## config.mk

```make
export PLATFORM = sky130hd
export DESIGN_NAME = pipe_reg_chain
export DESIGN_NICKNAME = d
export VERILOG_FILES = /design/src/rtl/pipe_reg_chain.sv
export SDC_FILE = /design/constraint.sdc
export NUM_CORES = 1
export LEC_CHECK = 0
export ABC_CLOCK_PERIOD_IN_PS = 2850
export BUFFER_PORTS_ARGS = -buffer_cell sky130_fd_sc_hd__buf_2
export CAP_MARGIN = 25
export CORE_MARGIN = 2
export CORE_UTILIZATION = 52
export DETAILED_ROUTE_END_ITERATION = 8
export GPL_ROUTABILITY_DRIVEN = 0
export GPL_TIMING_DRIVEN = 0
export PLACE_DENSITY = 0.72
export SYNTH_ARGS = -nofsm -noshare
export SYNTH_HDL_FRONTEND = slang
export SYNTH_SLANG_ARGS = --single-unit
```

## constraint.sdc

```tcl
create_clock -name Clk -period 2.85 [get_ports Clk]
set_clock_uncertainty 0.1 [all_clocks]
set_input_delay 0.285 -clock Clk [delete_from_list [all_inputs] [get_ports Clk]]
set_output_delay 0.285 -clock Clk [all_outputs]
set_load 0.02 [all_outputs]
```

## src/rtl/pipe_reg_chain.sv

```systemverilog
// Valid/ready pipeline of DEPTH WIDTH-bit registers; bubbles collapse, stalls hold only full stages.
// Optional occupancy counter enabled by defining PIPE_REG_CNT_EN.
module pipe_reg_chain #(
  parameter int unsigned          WIDTH     = 14,
  parameter int unsigned          DEPTH     = 3,
  parameter logic [WIDTH-1:0]     RESET_VAL = WIDTH'(1)
) (
  input  logic                          Clk,
  input  logic                          Rst,
  input  logic                          clr,
  input  logic                          in_valid,
  input  logic [WIDTH-1:0]              in_data,
  output logic                          in_ready,
  output logic                          out_valid,
  output logic [WIDTH-1:0]              out_data,
`ifdef PIPE_REG_CNT_EN
  output logic [$clog2(DEPTH+1)-1:0]    occupancy,
`endif
  input  logic                          out_ready
);

  logic [DEPTH-1:0]            v;
  logic [DEPTH-1:0]            v_nxt;
  logic [DEPTH-1:0]            adv;
  logic [DEPTH-1:0][WIDTH-1:0] d;
  logic [DEPTH-1:0][WIDTH-1:0] d_nxt;

  // A stage may advance unless it and every stage downstream of it are full and stalled.
  for (genvar k = 0; k < DEPTH; k++) begin : g_stage
    assign adv[k] = ~(&v[DEPTH-1:k]) | out_ready;
    if (k == 0) begin : g_head
      assign v_nxt[k] = adv[k] ? in_valid : v[k];
      assign d_nxt[k] = (adv[k] && in_valid) ? in_data : d[k];
    end else begin : g_body
      assign v_nxt[k] = adv[k] ? v[k-1] : v[k];
      assign d_nxt[k] = (adv[k] && v[k-1]) ? d[k-1] : d[k];
    end
  end

  assign in_ready  = adv[0] & ~clr;
  assign out_valid = v[DEPTH-1];
  assign out_data  = d[DEPTH-1];

  // Stage registers; clear wins over any transfer in the same cycle.
  always_ff @(posedge Clk or negedge Rst) begin
    if (!Rst) begin
      v <= '0;
      d <= {DEPTH{RESET_VAL}};
    end else if (clr) begin
      v <= '0;
      d <= {DEPTH{RESET_VAL}};
    end else begin
      v <= v_nxt;
      d <= d_nxt;
    end
  end

`ifdef PIPE_REG_CNT_EN
  localparam int unsigned CW = $clog2(DEPTH+1);

  logic push;
  logic pop;

  assign push = in_valid & in_ready;
  assign pop  = out_valid & out_ready;

  // Tracks the number of valid stages; simultaneous push and pop cancel.
  always_ff @(posedge Clk or negedge Rst) begin
    if (!Rst) begin
      occupancy <= '0;
    end else if (clr) begin
      occupancy <= '0;
    end else if (push && !pop) begin
      occupancy <= occupancy + CW'(1);
    end else if (pop && !push) begin
      occupancy <= occupancy - CW'(1);
    end
  end
`endif

endmodule

```

## Word level (Yosys, flattened, before mapping)

Cells that the tools add are included.

- RAM bits: 0
- Latch bits: 0
- Input bits: 19
- Memories: 0
- Bits in read-only memories: 0
- Word-level logic and storage cells: 33
- Register bits: 45

- $lt $le $gt $ge: 0
- Mux-type cells: 8
- Divide/modulo/power cells: 0
- $mul: 0
- Eq/ne operators: 0
- Shifts and indexed selects: 0
- $add $sub $neg: 0
- Reduce and logical (&&, ||, !) cells: 11
- Bitwise logic cells: 8

Operators with widths:

| kind | number |
|---|---|
| 14-bit two-way mux | 3 |
| 42-bit two-way mux | 1 |
| 2-bit nonzero test | 6 |
| 1-bit inverter | 4 |
| 1-bit logical AND | 3 |
| 1-bit two-way mux | 3 |
| 3-bit two-way mux | 1 |
| 1-bit bitwise OR | 3 |
| 3-bit AND reduction | 1 |
| 2-bit AND reduction | 1 |
| 1-bit AND | 1 |

## Longest topological paths before layout

- Depth in word-level cells: 6
- Mapped depth: 5
- Gate-level depth less buffers: 3

## Least setup slack after synthesis

No wires, ideal clock.

- Kind: flip-flop to output port
- Start point: register v[2]
- End point: output port in_ready
- Arrival: 1.281 ns
- Stages on the path, launching flop included: 5
- Path buffers: 2
- Setup slack: 1.184 ns
- Data required time: 2.465 ns
- Path through: dfrtp_1 -> nor2b_4 -> buf_6 -> buf_2 -> a31oi_1

- Cells in the longest elaborated chain, start to end: 4

RTL lines:

| what | RTL line | source |
|---|---|---|
| start: declaration | 22 | `logic [DEPTH-1:0] v;` |
| start signal: assignment | 53 | `v <= v_nxt;` |
| 3-bit AND reduction | 30 | `assign adv[k] = ~(&v[DEPTH-1:k]) \| out_ready;` |
| 1-bit inverter | 30 |  |
| 1-bit bitwise OR | 30 |  |
| 1-bit AND | 40 | `assign in_ready = adv[0] & ~clr;` |
| end: declaration | 13 | `output logic in_ready,` |

No other way between the ends.

## Worst setup path in the final report

Same ends and word-level chain as after synthesis.

==> PnR_summary.wiki <==
{| class="wikitable"
! Metric !! Value
|-
| Path category of the worst min-delay check || in2reg
|-
| Post-synthesis instance total || 197
|-
| GRT Residual Overflow || 0
|-
| Clock transition at path regs || 0.08 ns
|-
| Cell total after placement || 281
|-
| Syn-to-layout area delta || 15.9%
|-
| Initial cell density of the core || 0.542
|-
| Dominant synthesized flop cell || sky130_fd_sc_hd__dfrtp_1
|-
| DP Wirelength || 2760 µm
|-
| Warning count from the yosys run || 0
|-
| Most area-hungry cell type in the Yosys netlist || sky130_fd_sc_hd__dfrtp_1
|-
| Time the final worst path needs with I/O delays and setup || 1.87 ns
|-
| GRT Total Usage || 0.190
|-
| Number of nets produced by synthesis || 216
|-
| Count of antenna-violating nets left after detailed routing || 0
|-
| Vias in the first global route || 1,371
|-
| Leakage Power || 0.00121 µW
|-
| CP Launch Type || flop
|-
| Mean area per synthesized cell || 11.0 µm²
|-
| Cells along the critical path || nor2b_4, buf_6, buf_2, a31oi_1, buf_2
|-
| Finish-stage setup viols || 0
|-
| Port-buffer cells || 34
|-
| Cell with the most instances after synthesis || sky130_fd_sc_hd__dfrtp_1
|-
| Async set or reset register ratio after synthesis || 1.00
|-
| Worst supply voltage drop on vdd || 0.000361 V
|-
| Clock tree root buffer cell || sky130_fd_sc_hd__clkbuf_8
|-
| Flop and latch count out of synthesis || 45
|-
| Slew Limit Headroom || 0.716
|-
| Largest cells by area after synthesis || sky130_fd_sc_hd__dfrtp_1 (48%), sky130_fd_sc_hd__mux2i_1 (13%), sky130_fd_sc_hd__nand2b_1 (12%)
|-
| Die extent in y || 68.6 µm
|-
| Number of hold violations in the final report || 0
|-
| Area share of xor/xnor cells in the synthesized design || 0
|-
| Unrepaired setup endpoints after global routing || no
|-
| Wire length per cell || 13.4 µm
|-
| Non-filler instance count after layout || 291
|-
| Post-synthesis share of cell area spent on full adders, half adders and majority gates || 0
|-
| Critical Path Sink Type || output port
|-
| Number of max-cap violations || 0
|-
| Total negative setup slack || 0 ns
|-
| Leading cell types by count after synthesis || sky130_fd_sc_hd__dfrtp_1 (42), sky130_fd_sc_hd__nand2b_1 (40), sky130_fd_sc_hd__mux2i_1 (28)
|-
| Portion of synthesized cell area occupied by the leading cell type || 0.484
|-
| Number of buffer and inverter stages on the critical path || 3
|-
| Total of cells resized after clock tree synthesis || 0
|-
| Most frequent cell on the critical path || sky130_fd_sc_hd__buf_2
|-
| Cts hold-fix bufs || 0
|-
| Clock latency on the worst-skew pair || 0.30 ns
|-
| Fill cells || 337
|-
| Number of synthesized flops with an enable pin || 0
|-
| Crit-path slowest cell || sky130_fd_sc_hd__dfrtp_1
|-
| Via-per-instance ratio || 5.01
|-
| Core Rows || 23
|-
| CP max stage delay || 0.39 ns
|-
| CTS H-tree lvls || 2
|-
| # clock sinks || 45
|-
| Status || finished clean
|-
| Number of pins with negative max-slew slack in the final report || 0
|-
| Data required time of the worst path || 2.47 ns
|-
| Critical path type || reg2out
|-
| Count of nets after finishing || 259
|-
| Final cycle utilization of the critical path || 0.657
|-
| Power density over the cells || 465 nW/µm²
|-
| Number of primary I/O pins || 35
|-
| Total clock buffers created by CTS || 5
|-
| Number of inserted diodes || 0
|-
| Number of optimization iterations in the first detailed-route pass || 4
|-
| Compound-gate portion of the synthesized area || 0.0905
|-
| Pin count of the biggest net entering global routing || 46
|-
| First-pass GRT wire length || 6500 µm
|-
| Bufs on Longest Clock Path || 2
|-
| DRT Wirelength || 3890 µm
|-
| Top Family by Delay on Critical Path || buffers and inverters
|-
| Slew at the pin closest to its max-slew limit || 0.426 ns
|-
| Floorplan Core Area || 4000 µm²
|-
| Main combinational cell family by area after synthesis || simple AND/OR/NAND/NOR gates
|-
| Count of cell types in the netlist || 19
|-
| Setup Fix Bufs, Post-CTS || 0
|-
| 1st-iter DRT viols || 168
|-
| Arrival time of data at the critical path endpoint || 1.49 ns
|-
| Routed via count || 1,457
|-
| CTS tree || built
|-
| Die footprint || 4710 µm²
|-
| Multiplexer share of the synthesized area || 0.129
|-
| Antenna violations before repair || 0
|-
| Width of the die || 68.6 µm
|-
| Cell area after technology mapping || 2170 µm²
|-
| Layout cells sized above 1 || 0.282
|-
| Worst-path maximum fanout || 10
|-
| Simple-gate share of the synthesized area || 0.167
|-
| Share of the yosys chip area belonging to registers || 0.521
|-
| Highest attainable clock frequency || 534 MHz
|-
| DRC || 0
|}
-- power by group --
group	internal [µW]	leakage [µW]	switching, µW
sequential	659	0.000606	9.11
clock	172	0.0000422	206
combinational	55.3	0.000558	67.2
total	887	0.00121	282
-- cell type report --
class                   count  area (µm²)  share of cell area
inverters                   2        7.51             0.00299
clock buffers               7        76.3              0.0304
multi-input cells         122         838               0.333
repair buffers             36         200              0.0796
well taps                  50        62.6              0.0249
clock inverters             1        5.00             0.00199
flip-flops and latches     45        1130               0.449
plain buffers              28         194              0.0772
-- path summary, 6_finish.rpt --
check / start / end / slack, ns / cells past startpoint
min in group asynchronous: Rst / out_data[6]$_DFFE_PN0P_ / 0.34 / 2
max in group asynchronous: Rst / d[14]$_DFFE_PN1P_ / 1.77 / 3
setup reg to reg: v[2]$_DFFE_PN0P_ / d[11]$_DFFE_PN0P_ / 1.30 / 5
setup / recovery: v[2]$_DFFE_PN0P_ / in_ready / 0.98 / 5
hold / removal: in_data[4] / d[4]$_DFFE_PN0P_ / 0.13 / 3
hold reg to reg: d[14]$_DFFE_PN1P_ / out_data[0]$_DFFE_PN1P_ / 0.41 / 2
-- flip-flops by register name (all words and copies together) (netlist names) --
name	count
v	3
d	28
out_data	14
-- cell usage in the layout, fill, tap and decap left out, types with 3 or more instances in the layout --
cell type	Yosys	layout
sky130_fd_sc_hd__nand3_1	15	15
sky130_fd_sc_hd__dfrtp_1	42	42
sky130_fd_sc_hd__buf_2	4	38
sky130_fd_sc_hd__o21ai_0	14	14
sky130_fd_sc_hd__clkbuf_1	7	9
sky130_fd_sc_hd__clkbuf_8	0	5
sky130_fd_sc_hd__dfstp_2	3	3
sky130_fd_sc_hd__a21oi_1	16	16
sky130_fd_sc_hd__nor2_1	4	4
sky130_fd_sc_hd__mux2i_1	28	28
sky130_fd_sc_hd__buf_4	14	14
sky130_fd_sc_hd__nand2b_1	40	40
-- kinds of logic (layout without fill, tap and decap cells) --
logic type	after synthesis	after routing
multiplexers	28	28
buffers and inverters	30	74
AO/OA/AOI/OAI	33	33
flip-flops	45	45
AND/OR/NAND/NOR	61	61
-- stage by stage --
step                      setup slack (ns)  hold slack, ns   util  instance area, µm²  power, µW
after floorplan                       1.18          -0.111      -                2170        755
after global placement                1.29           0.383  0.601                2400        798
after detailed placement              1.31           0.394  0.601                2400        801
after CTS                            0.977          0.0736  0.621                2480       1180
after global routing                 0.881           0.130  0.628                2510       1220
final                                0.978           0.130  0.628                2510       1170
-- routing by layer --
layer | global-route usage | part of all wire | wire length [µm]
met5 | 0 | 0 | 0
met2 | 0.284 | 0.45 | 1740
met3 | 0.0487 | 0.046 | 177
met4 | 0.0750 | 0.015 | 58
met1 | 0.263 | 0.49 | 1910
-- worst min-delay path, delay by kind of cell --
kind          cells  cell delay (ns)
mux               1             0.06
simple gates      1             0.05
buf+inv           1             0.09
(Power assumes the default switching activity.)
